[config.mk]
export PLATFORM = sky130hd
export DESIGN_NAME = reg_scoreboard
export DESIGN_NICKNAME = d
export VERILOG_FILES = /design/src/rtl/reg_scoreboard_pkg.sv /design/src/rtl/reg_scoreboard_counter.sv /design/src/rtl/reg_scoreboard.sv
export SDC_FILE = /design/constraint.sdc
export NUM_CORES = 1
export LEC_CHECK = 0
export BUFFER_PORTS_ARGS = -buffer_cell sky130_fd_sc_hd__buf_2
export CORE_ASPECT_RATIO = 1.25
export CORE_MARGIN = 3
export CORE_UTILIZATION = 46
export CTS_CLUSTER_DIAMETER = 200
export DETAILED_ROUTE_END_ITERATION = 7
export MAX_ROUTING_LAYER = met4
export PLACE_DENSITY = 0.69
export SYNTH_ARGS = -nofsm -noshare
export SYNTH_HDL_FRONTEND = slang
export SYNTH_SLANG_ARGS = --single-unit
[constraint.sdc]
create_clock -name clk -period 2.92 [get_ports clk]
set_clock_uncertainty 0.2 [all_clocks]
set_input_delay 0.438 -clock clk [delete_from_list [all_inputs] [get_ports clk]]
set_output_delay 0.438 -clock clk [all_outputs]
set_load 0.01 [all_outputs]
[src/rtl/reg_scoreboard_pkg.sv]
// Shared types for the GPR write scoreboard: register address and drain FSM state.
package reg_scoreboard_pkg;

    typedef logic [4:0] UInt5;

    typedef enum logic [1:0] {
        RUN   = 2'd0,
        DRAIN = 2'd1,
        DONE  = 2'd2,
        HOLD  = 2'd3
    } SbState;

endpackage

[src/rtl/reg_scoreboard_counter.sv]
// One pending-write counter: saturating up/down with a clear that overrides both.
module sb_counter #(
    parameter int CNT_W = 2
) (
    input  logic             clk,
    input  logic             reset,
    input  logic             i_clr,
    input  logic             i_inc,
    input  logic             i_dec,
    output logic [CNT_W-1:0] o_cnt,
    output logic             o_nonzero,
    output logic             o_nxt_zero
);

    localparam logic [CNT_W-1:0] CNT_MAX = '1;

    logic [CNT_W-1:0] r_cnt;
    logic             w_inc;
    logic             w_dec;

    // Never wrap: up stops at max, down stops at zero.
    assign w_inc = i_inc & (r_cnt != CNT_MAX);
    assign w_dec = i_dec & (r_cnt != '0);

    always_ff @(posedge clk or posedge reset) begin
        if (reset) begin
            r_cnt <= '0;
        end else if (i_clr) begin
            r_cnt <= '0;
        end else if (w_inc & ~w_dec) begin
            r_cnt <= r_cnt + CNT_W'(1);
        end else if (w_dec & ~w_inc) begin
            r_cnt <= r_cnt - CNT_W'(1);
        end
    end

    assign o_cnt      = r_cnt;
    assign o_nonzero  = (r_cnt != '0);
    assign o_nxt_zero = i_clr
                      | ((r_cnt == '0) & ~w_inc)
                      | ((r_cnt == CNT_W'(1)) & w_dec & ~w_inc);

endmodule

[src/rtl/reg_scoreboard.sv]
// Tracks in-flight GPR writes, gates issue on unforwardable RAW hazards or saturated
// destination counters, and sequences pipeline drains for fence/CSR/trap logic.
module reg_scoreboard
    import reg_scoreboard_pkg::*;
#(
    parameter int NUM_REGS = 32,
    parameter int CNT_W    = 2
) (
    input  logic clk,
    input  logic reset,
    input  logic issue_valid,
    output logic issue_ready,
    input  UInt5 issue_rs1,
    input  UInt5 issue_rs2,
    input  UInt5 issue_rd,
    input  logic issue_wen,
    input  logic fwd_ok_rs1,
    input  logic fwd_ok_rs2,
    input  logic wb_valid,
    input  UInt5 wb_rd,
    input  logic flush,
    input  logic drain_req,
    output logic drain_done,
    output logic pending_any,
    output logic underflow
);

    localparam logic [CNT_W-1:0] CNT_MAX = '1;

    logic [CNT_W-1:0]    w_cnt [NUM_REGS];
    logic [NUM_REGS-1:0] w_nonzero;
    logic [NUM_REGS-1:0] w_nxt_zero;
    logic                w_accept;
    logic                w_busy_rs1;
    logic                w_busy_rs2;
    logic                w_full;
    SbState              r_state;
    SbState              w_state_next;
    logic                r_underflow;

    // x0 is hardwired: never pending, never counted.
    assign w_cnt[0]      = '0;
    assign w_nonzero[0]  = 1'b0;
    assign w_nxt_zero[0] = 1'b1;

    assign w_accept = issue_valid & issue_ready;

    genvar gi;
    generate
        for (gi = 1; gi < NUM_REGS; gi++) begin : g_cnt
            sb_counter #(.CNT_W(CNT_W)) u_cnt (
                .clk        (clk),
                .reset      (reset),
                .i_clr      (flush),
                .i_inc      (w_accept & issue_wen & (issue_rd == UInt5'(gi))),
                .i_dec      (wb_valid & (wb_rd == UInt5'(gi))),
                .o_cnt      (w_cnt[gi]),
                .o_nonzero  (w_nonzero[gi]),
                .o_nxt_zero (w_nxt_zero[gi])
            );
        end
    endgenerate

    // Hazards read registered counters only; a retiring write still blocks this cycle.
    assign w_busy_rs1 = (issue_rs1 != '0) & (w_cnt[issue_rs1] != '0) & ~fwd_ok_rs1;
    assign w_busy_rs2 = (issue_rs2 != '0) & (w_cnt[issue_rs2] != '0) & ~fwd_ok_rs2;
    assign w_full     = issue_wen & (issue_rd != '0) & (w_cnt[issue_rd] == CNT_MAX);

    assign issue_ready = (r_state == RUN) & ~flush & ~w_busy_rs1 & ~w_busy_rs2 & ~w_full;
    assign pending_any = |w_nonzero;
    assign drain_done  = (r_state == DONE);
    assign underflow   = r_underflow;

    always_comb begin
        w_state_next = r_state;
        case (r_state)
            RUN:     if (drain_req) w_state_next = DRAIN;
            DRAIN:   if (&w_nxt_zero) w_state_next = DONE;
            DONE:    w_state_next = drain_req ? HOLD : RUN;
            HOLD:    if (!drain_req) w_state_next = RUN;
            default: w_state_next = RUN;
        endcase
    end

    always_ff @(posedge clk or posedge reset) begin
        if (reset) begin
            r_state     <= RUN;
            r_underflow <= 1'b0;
        end else begin
            r_state <= w_state_next;
            if (wb_valid & (wb_rd != '0) & (w_cnt[wb_rd] == '0) & ~flush) begin
                r_underflow <= 1'b1;
            end
        end
    end

endmodule

==> results.sh, run 1 <==
export IMPL_drtIter0Drc=1247
export IMPL_wl_met1_mm=12.7
export IMPL_cp_required_ns=2.28
export IMPL_cts_htree_levels=3
export IMPL_ir_drop_mv=0.307
export IMPL_grt_setup_unrepaired="yes"
export IMPL_drive_gt1_share_pct=32.9
export IMPL_grt_pass1_wl_mm=52.3
export IMPL_yosysUniqueCellTypes=66
export IMPL_leakagePower_nw=4.84
export IMPL_max_slew_margin_pct=41.0
export IMPL_whs_ns=0.111
export IMPL_syn_num_nets=1149
export IMPL_critPathLaunchType="register"
export IMPL_synth_edff_count=0
export IMPL_gr_usage_all_layers_pct=33.8
export IMPL_via_count=9542
export IMPL_swShare_pct=32.4
export IMPL_p_per_area_nw_per_um2=251
export IMPL_dp_final_hpwl_mm=25.3
export IMPL_rows=55
export IMPL_numCtsBuffers=9
export IMPL_p_seq_share_pct=31.8
export IMPL_placed_area_sq_um=10400
export IMPL_netlist_area_sq_um=8610
export IMPL_final_period_utilization_pct=107
export IMPL_final_common_cell="buf_4"
export IMPL_postLayoutCoreUtil_pct=63.9
export IMPL_drt_first_pass_iters=6
export IMPL_tightest_slew_ns=0.885
export IMPL_critPathKind="reg2out"
export IMPL_hp_start="drain_req"
export IMPL_synthCells=1027
export IMPL_p_sw_mw=0.948
export IMPL_grt_remaining_overflow=0
export IMPL_route_met2_wl_mm=15.7
export IMPL_layout_nets=1372
export IMPL_fmax_ghz=0.320
export IMPL_grt_max_degree=52
export IMPL_cts_buffer_depth=2
export IMPL_antenna_found_initial=1
export IMPL_dieArea_sq_um=20400
export IMPL_fin_area_sq_um=11700
export IMPL_syn_to_final_growth_pct=35.4
export IMPL_ys_flop_type="dfrtp_1"
export IMPL_clkTransAtPathRegs_ns=0.06
export IMPL_ys_async_sr_fraction_pct=100
export IMPL_die_w_microns=128
export IMPL_cts_sinks=65
export IMPL_internal_power_mw=1.98
export IMPL_io_buffers=32
export IMPL_arrival_ns=2.49
export IMPL_slowest_stage="mux4_2"
export IMPL_avgSynthCellArea_sq_um=8.39
export IMPL_cts_tree="done"
export IMPL_clockRootBuffer="clkbuf_16"
export IMPL_final_cells=1486
export IMPL_hold_viol_final=0
export IMPL_clk_latency_ns=0.36
export IMPL_failed_checks="setup timing"
export IMPL_io_pins=33
export IMPL_cp_max_fo=3
export IMPL_most_common_layout_cells="197 x buf_4, 93 x ha_1, 86 x nor2_1"
export IMPL_ys_warn_count=0
export IMPL_final_max_slew_viol_count=0
export IMPL_avgRoutedWirePerCell_microns=23.1
export IMPL_ant_nets=0
export IMPL_path_cells="mux4_2 -> mux2i_2 -> nand2_1 -> and3_4 -> or2_4 -> buf_12 -> buf_16 -> nor3_4 -> buf_6"
export IMPL_placed_cells=1421
export IMPL_initial_utilization_pct=47.2
export IMPL_ys_ff_latch=65
export IMPL_outcome="finished, violations left"
export IMPL_worst_slack_ns=-0.207
export IMPL_synth_yosys_seq_area_share_pct=18.9
export IMPL_drt_total_wl_mm=34.3
export IMPL_vias_per_cell=6.42
export IMPL_grt_pass1_vias=9179
export IMPL_pwr_share_clk_pct=38.8
export IMPL_startpoint="g_cnt[15].u_cnt.o_cnt[1]"
export IMPL_cap_violations=0
export IMPL_r2r_start="g_cnt[15].u_cnt.o_cnt[1]"
export IMPL_setup_violations_final=50
export IMPL_power_mw=2.93
export IMPL_drc_errors=0
export IMPL_power_frac_comb_pct=29.4
export IMPL_top_layer="met4"
export IMPL_coreArea_sq_um=18200
export IMPL_crit_path_end_kind="output pin"
export IMPL_hp_class="in2reg"
export IMPL_period_minus_slack_ns=3.13
export IMPL_wl_met3_mm=3.38
export IMPL_gp_congestion=1.06
export IMPL_cpPeakStageDelay_ns=0.50
export IMPL_fp_dieH_microns=159
[cell families (layout without fill, tap and decap cells)]
group	after synthesis	in the layout	share of synthesized area, %
adder cells (fa/ha/maj)	93	93	13.5
flip-flops	65	65	18.9
other	0	3	0
multiplexers	62	62	9.69
XOR/XNOR	46	46	6.91
AO/OA/AOI/OAI	148	148	11.6
AND/OR/NAND/NOR	479	479	32.8
buffers and inverters	134	362	6.61
[flip-flops by register name (all words and copies together) (netlist names)]
register and count:
g_cnt.u_cnt.o_cnt 62, r_state 2, underflow 1
[worst max-delay path: cells and delay by family (launching register included)]
family / cells / cell delay, ns
flip-flops: 1 / 0.41
multiplexers: 2 / 0.70
buffers and inverters: 3 / 0.40
AND/OR/NAND/NOR: 4 / 0.62
[through the flow]
step                setup TNS (ns)  setup WS [ns]
floorplan                    -3.61         -0.226
global placement            -20.81         -0.432
detailed placement          -23.35         -0.492
CTS                          -3.70         -0.216
global route                 -6.68         -0.249
finish                       -3.68         -0.207
[area by class of cell]
class                      count  area (sq um)
inverter                      69           259
clock inverter                 3          40.0
fill                        1493          6580
clock buffer                  13           250
sequential                    65          1640
multi-input combinational    828          6790
antenna                        3          7.51
timing repair buffer         277          2390
tap                          228           285
[synth_stat cells (6+ instances only)]
cell	number	share of area [%]
o211ai_1	7	0.61
xnor3_1	14	3.7
ha_1	93	14
nor4_4	18	4.4
a31oi_1	35	2.5
mux2_1	19	2.5
mux2i_1	20	2.3
nor2b_1	15	1.1
clkbuf_1	44	1.9
o22ai_1	6	0.44
a21oi_1	29	1.7
nand2_1	77	3.4
a211oi_1	12	1.0
nor3b_1	7	0.61
or3_1	41	3.0
buf_2	7	0.41
dfrtp_1	65	19
inv_1	69	3.0
buf_1	6	0.26
xnor2_1	32	3.3
nor4_1	13	0.94
nor3_1	79	4.6
o311ai_1	10	1.0
nor2_1	94	4.1
and3_1	7	0.51
and4_1	7	0.71
nand2b_1	11	0.80
o21ai_0	19	1.1
nand4_1	12	0.87
mux2_2	8	1.0
or4_1	43	3.7
mux4_2	11	2.9
nand3_1	33	1.9
[power groups by stage]
stage               clock network [mW]  logic (mW)  registers, mW
floorplan                            0       0.353          0.943
global placement                     0       0.677          0.945
detailed placement                   0       0.684          0.946
CTS                               1.15       0.792          0.930
global route                      1.18       0.894          0.933
finish                            1.14       0.859          0.930
[what timing repair did]
item                                    CTS  global route
gates resized for setup                  99            35
endpoints found under the hold margin    21             0
endpoints found under the setup margin   53            54
buffers inserted                         31            15
gates cloned                              1             1
pin swaps                                39            36
hold buffers                              1             0
[routing by layer]
layer,global-route usage [%],up-vias
met5,-,-
met4,19.9,0
met2,52.1,594
met1,40.7,4500
met3,6.54,190
li1,-,4258
[path summary, 6_finish.rpt]
path | end | slack (ns) | cells past startpoint
max in group asynchronous | g_cnt[22].u_cnt.o_cnt[1] | 1.22 | 4
min in group asynchronous | g_cnt[4].u_cnt.o_cnt[1] | 0.48 | 3
worst max register to register | g_cnt[23].u_cnt.o_cnt[1] | -0.15 | 10
worst min-delay path | r_state[1] | 0.11 | 2
worst max-delay path | issue_ready | -0.21 | 9
worst min register to register | underflow | 0.32 | 1
Power figures use the tool's default switching activity.
==> inputs of run 2 (changes only) <==
- CORE_MARGIN: 3 -> 1
- SLEW_MARGIN: default -> 20
==> run 2 against run 1 <==
  * The flow still finishes with violations (setup timing)
  * Sequential cell count stayed put
  * Register-to-register slack worse by 0.08 ns
  * Power about the same
  * Final cell count fell by 1.1%
  * Count of clock-buffer cells in the layout is 1 higher
  * Largest cell class unchanged
==> results.sh, run 2 (synthesis gave the netlist of run 1 again) <==
export IMPL_outcome="finished, violations left"
export IMPL_failed_checks="setup timing"
export IMPL_gp_congestion=1.04
export IMPL_final_period_utilization_pct=108
export IMPL_ant_nets=0
export IMPL_worst_slack_ns=-0.235
export IMPL_clk_latency_ns=0.36
export IMPL_r2r_slack_ns=-0.23
export IMPL_final_cells=1469
export IMPL_numCtsBuffers=9
export IMPL_pwr_share_clk_pct=40.8
export IMPL_clockRootBuffer="clkbuf_16"
export IMPL_layout_nets=1358
export IMPL_drt_first_pass_iters=5
export IMPL_crit_path_end_kind="register"
export IMPL_setup_violations_final=41
export IMPL_gr_usage_all_layers_pct=36.4
export IMPL_power_frac_comb_pct=27.5
export IMPL_rows=55
export IMPL_tightest_slew_ns=0.783
export IMPL_coreArea_sq_um=18200
export IMPL_antenna_found_initial=1
export IMPL_grt_remaining_overflow=0
export IMPL_swShare_pct=32.1
export IMPL_cpPeakStageDelay_ns=0.57
export IMPL_hp_class="in2reg"
export IMPL_crit_top_cell="mux2i_2"
export IMPL_period_minus_slack_ns=3.15
export IMPL_fmax_ghz=0.317
export IMPL_io_buffers=32
export IMPL_largest_register_ffs=62
export IMPL_hold_viol_final=0
export IMPL_drc_errors=0
export IMPL_dp_final_hpwl_mm=25.8
export IMPL_clkTransAtPathRegs_ns=0.06
export IMPL_most_common_layout_cells="196 x buf_4, 92 x ha_1, 83 x nor2_1"
export IMPL_max_slew_margin_pct=47.7
export IMPL_diodes=0
export IMPL_cts_buffer_depth=2
export IMPL_grt_max_degree=55
export IMPL_drt_total_wl_mm=34.1
export IMPL_slowest_stage="or4_4"
export IMPL_critPathKind="reg2reg"
export IMPL_path_cells="mux4_2 -> mux2i_2 -> nand2_1 -> and3_4 -> or2_4 -> buf_8 -> buf_12 -> or4_4 -> mux2i_2 -> o311ai_2"
export IMPL_arrival_ns=3.17
export IMPL_grt_pass1_wl_mm=51.7
export IMPL_via_count=9416
export IMPL_syn_to_final_growth_pct=33.3
export IMPL_p_sw_mw=0.940
export IMPL_cts_htree_levels=3
export IMPL_final_max_slew_viol_count=0
export IMPL_cts_tree="done"
export IMPL_cp_required_ns=2.94
export IMPL_final_common_cell="buf_4"
export IMPL_cp_max_fo=6
export IMPL_p_per_area_nw_per_um2=255
export IMPL_tns_ns=-3.00
export IMPL_power_mw=2.93
export IMPL_drive_gt1_share_pct=33.4
export IMPL_dieArea_sq_um=19300
export IMPL_ir_drop_mv=0.291
export IMPL_initial_utilization_pct=47.2
export IMPL_leakagePower_nw=4.75
export IMPL_cap_violations=0
export IMPL_vias_per_cell=6.41
export IMPL_p_seq_share_pct=31.7
export IMPL_avgRoutedWirePerCell_microns=23.2
export IMPL_internal_power_mw=1.99
export IMPL_die_w_microns=124
export IMPL_grt_pass1_vias=8980
export IMPL_critPathLaunchType="register"
export IMPL_fp_dieH_microns=155
export IMPL_placed_cells=1430
export IMPL_cts_sinks=65
export IMPL_drtIter0Drc=1119
export IMPL_grt_setup_unrepaired="yes"
export IMPL_io_pins=33
run 2: power by group through the flow:
stage	combinational (mW)	clock [mW]	sequential [mW]
6_report	0.805	1.19	0.930
5_1_grt	0.835	1.24	0.931
4_1_cts	0.745	1.19	0.929
3_5_place_dp	0.688	0	0.946
3_3_place_gp	0.685	0	0.945
2_1_floorplan	0.353	0	0.943
run 2: critical path, delay by kind of cell, from the launching register on:
kind,cells,cell delay [ns]
AO/OA/AOI/OAI,1,0.13
multiplexers,3,0.93
AND/OR/NAND/NOR,4,1.09
buffers and inverters,2,0.25
flip-flops,1,0.43
run 2: layer usage:
layer / wire, microns / global-route usage, % / up-vias
met5: 0 / - / -
met4: 2510 / 26.3 / 0
met3: 2440 / 6.09 / 164
met2: 15800 / 56.9 / 477
met1: 13400 / 42.4 / 4568
li1: - / - / 4207
run 2: area by class of cell:
| type | instances | area [sq um] |
|---|---|---|
| Clock inverter | 2 | 35.0 |
| Multi-Input combinational cell | 828 | 6810 |
| Tap cell | 228 | 285 |
| Sequential cell | 65 | 1640 |
| Clock buffer | 14 | 274 |
| Inverter | 69 | 259 |
| Timing Repair Buffer | 263 | 2170 |
| Fill cell | 1557 | 6760 |
run 2: final timing paths:
check | from | end | depth (start not counted)
min | drain_req | r_state[1] | 2
max in group asynchronous | reset | g_cnt[16].u_cnt.o_cnt[1] | 4
max reg2reg | g_cnt[13].u_cnt.o_cnt[1] | g_cnt[24].u_cnt.o_cnt[0] | 10
max | g_cnt[13].u_cnt.o_cnt[1] | g_cnt[24].u_cnt.o_cnt[0] | 10
min reg2reg | r_state[1] | r_state[1] | 1
min in group asynchronous | reset | g_cnt[5].u_cnt.o_cnt[1] | 3
run 2: per-stage QoR:
stage / hold WS (ns) / area (sq um) / worst slack [ns] / util, %
finish: 0.106 / 11500 / -0.235 / 63.0
detailed placement: 0.309 / 10500 / -0.476 / 57.5
global route: 0.125 / 11500 / -0.305 / 63.0
CTS: 0.109 / 11100 / -0.159 / 61.0
global placement: 0.303 / 10500 / -0.394 / 57.5
floorplan: 0.288 / 8710 / -0.226 / -
run 2: timing repair:
item                                   in CTS  in global routing
setup buffers                              12                 11
endpoints found under the hold margin      19                  0
cloned                                      2                  0
gates resized for setup                    59                 73
pin swaps                                  30                 38
hold buffers                                1                  0
setup endpoints to repair                  49                 55
==> inputs of run 3 (changes only) <==
- REMOVE_ABC_BUFFERS: default -> 1
- SKIP_CTS_REPAIR_TIMING: default -> 1
==> run 3 against run 2 <==
  * Clock power down 7%
  * Count of clock-buffer cells in the layout unchanged
  * Worst hold slack better by 0.0064 ns
  * The run still ends with setup timing left
  * Largest cell class unchanged
==> results.sh, run 3 (synthesis gave the netlist of run 1 again) <==
export IMPL_cts_htree_levels=3
export IMPL_grt_setup_unrepaired="yes"
export IMPL_drive_gt1_share_pct=31.0
export IMPL_grt_pass1_vias=8921
export IMPL_tightest_slew_ns=0.573
export IMPL_clockRootBuffer="clkbuf_16"
export IMPL_setup_violations_final=36
export IMPL_antenna_found_initial=1
export IMPL_io_pins=33
export IMPL_worst_slack_ns=-0.140
export IMPL_holdPathStages=2
export IMPL_syn_to_final_growth_pct=30.2
export IMPL_hold_viol_final=0
export IMPL_p_seq_share_pct=33.4
export IMPL_cp_required_ns=2.28
export IMPL_numCtsBuffers=9
export IMPL_drtIter0Drc=1013
export IMPL_failed_checks="setup timing"
export IMPL_power_mw=2.78
export IMPL_ant_nets=0
export IMPL_outcome="finished, violations left"
export IMPL_critPathKind="reg2out"
export IMPL_grt_max_degree=86
export IMPL_pwr_share_clk_pct=39.8
export IMPL_power_frac_comb_pct=26.8
export IMPL_cts_tree="done"
export IMPL_fp_dieH_microns=155
export IMPL_hold_path_endpoint="r_state[1]"
export IMPL_ir_drop_mv=0.269
export IMPL_rows=55
export IMPL_cts_buffer_depth=2
export IMPL_cp_max_fo=7
export IMPL_p_sw_mw=0.902
export IMPL_gr_usage_all_layers_pct=36.0
export IMPL_clkTransAtPathRegs_ns=0.06
export IMPL_drt_first_pass_iters=6
export IMPL_hp_class="in2reg"
export IMPL_largest_register_ffs=62
export IMPL_coreArea_sq_um=18200
export IMPL_hp_start="drain_req"
export IMPL_drt_total_wl_mm=33.7
export IMPL_tns_ns=-1.80
export IMPL_leakagePower_nw=4.68
export IMPL_swShare_pct=32.4
export IMPL_num_fill_cells=1540
export IMPL_grt_remaining_overflow=0
export IMPL_max_slew_margin_pct=61.8
export IMPL_period_minus_slack_ns=3.06
export IMPL_dieArea_sq_um=19300
export IMPL_via_count=9269
export IMPL_dp_final_hpwl_mm=26.0
export IMPL_arrival_ns=2.42
export IMPL_postLayoutCoreUtil_pct=61.5
export IMPL_final_max_slew_viol_count=0
export IMPL_vias_per_cell=6.30
export IMPL_final_common_cell="buf_4"
export IMPL_r2r_slack_ns=-0.09
export IMPL_internal_power_mw=1.88
export IMPL_r2r_end="g_cnt[1].u_cnt.o_cnt[1]"
export IMPL_p_per_area_nw_per_um2=248
export IMPL_crit_path_end_kind="output pin"
export IMPL_final_period_utilization_pct=105
export IMPL_cts_sinks=65
export IMPL_critPathLaunchType="register"
export IMPL_fmax_ghz=0.327
export IMPL_gp_congestion=1.06
export IMPL_grt_pass1_wl_mm=51.2
export IMPL_place_ws_ns=-0.708
export IMPL_cap_violations=0
export IMPL_layout_nets=1360
export IMPL_die_w_microns=124
export IMPL_r2r_start="g_cnt[17].u_cnt.o_cnt[1]"
export IMPL_io_buffers=32
export IMPL_drc_errors=0
export IMPL_avgRoutedWirePerCell_microns=22.9
export IMPL_clk_latency_ns=0.35
export IMPL_most_common_layout_cells="218 x buf_4, 93 x ha_1, 88 x nor2_1"
export IMPL_rr_worst_depth=8
export IMPL_initial_utilization_pct=47.2
[run 3: changes by cell type in the layout (fill, tap and decap cells not counted), sizes merged]
cell	change
diode	+1
bufbuf	-1
bufinv	-1
clkbuf	+1
buf	+2
clkinv	+1
[run 3: worst max path at each step]
stage                                        start                       end  slack (ns)  cells past startpoint
final                     g_cnt[17].u_cnt.o_cnt[1]               issue_ready       -0.14                      6
after global routing      g_cnt[18].u_cnt.o_cnt[1]               issue_ready       -0.25                     10
after CTS                              issue_rd[0]               issue_ready       -0.54                      8
after detailed placement               issue_rd[0]  g_cnt[24].u_cnt.o_cnt[0]       -0.71                      8
after global placement                 issue_rd[0]  g_cnt[24].u_cnt.o_cnt[1]       -0.64                      8
after floorplan           g_cnt[22].u_cnt.o_cnt[1]  g_cnt[24].u_cnt.o_cnt[0]       -1.27                      8
[run 3: critical path, stage by stage, from the launching register on]
cell	delay, ns
dfrtp_1	0.42
mux4_2	0.49
mux4_2	0.48
and2_4	0.24
buf_12	0.15
nor3_4	0.15
buf_2	0.14
[run 3: final cells by class]
class	count	area [sq um]	area share, %
Multi-Input combinational cell	828	6690	59.6
Clock buffer	14	284	2.53
Timing Repair Buffer	265	2060	18.3
Sequential cell	65	1630	14.5
Clock inverter	2	10.0	0.0893
Tap cell	228	285	2.54
Antenna cell	1	2.50	0.0223
Inverter	69	259	2.31
[run 3: per-layer routing]
layer,wire [microns],vias up,GRT usage [%],part of all wire [%]
li1,-,4216,-,-
met1,12900,4427,42.3,38
met2,15700,467,57.9,47
met3,2610,159,5.47,7.8
met4,2440,0,22.3,7.2
met5,0,-,-,0
[run 3: power by group through the flow]
stage | registers [mW] | logic, mW | clock network, mW
floorplan | 0.943 | 0.259 | 0
global placement | 0.946 | 0.655 | 0
detailed placement | 0.946 | 0.657 | 0
CTS | 0.930 | 0.660 | 1.12
global route | 0.931 | 0.782 | 1.15
finish | 0.929 | 0.747 | 1.11
[run 3: stage by stage]
step                      hold WS (ns)  std cells  cell area, sq um
after floorplan                  0.288        962              8300
final                            0.112       1472             11200
after global routing             0.135       1472             11200
after CTS                      -0.0473       1445             10700
after detailed placement         0.325       1429             10400
after global placement           0.316       1429             10400
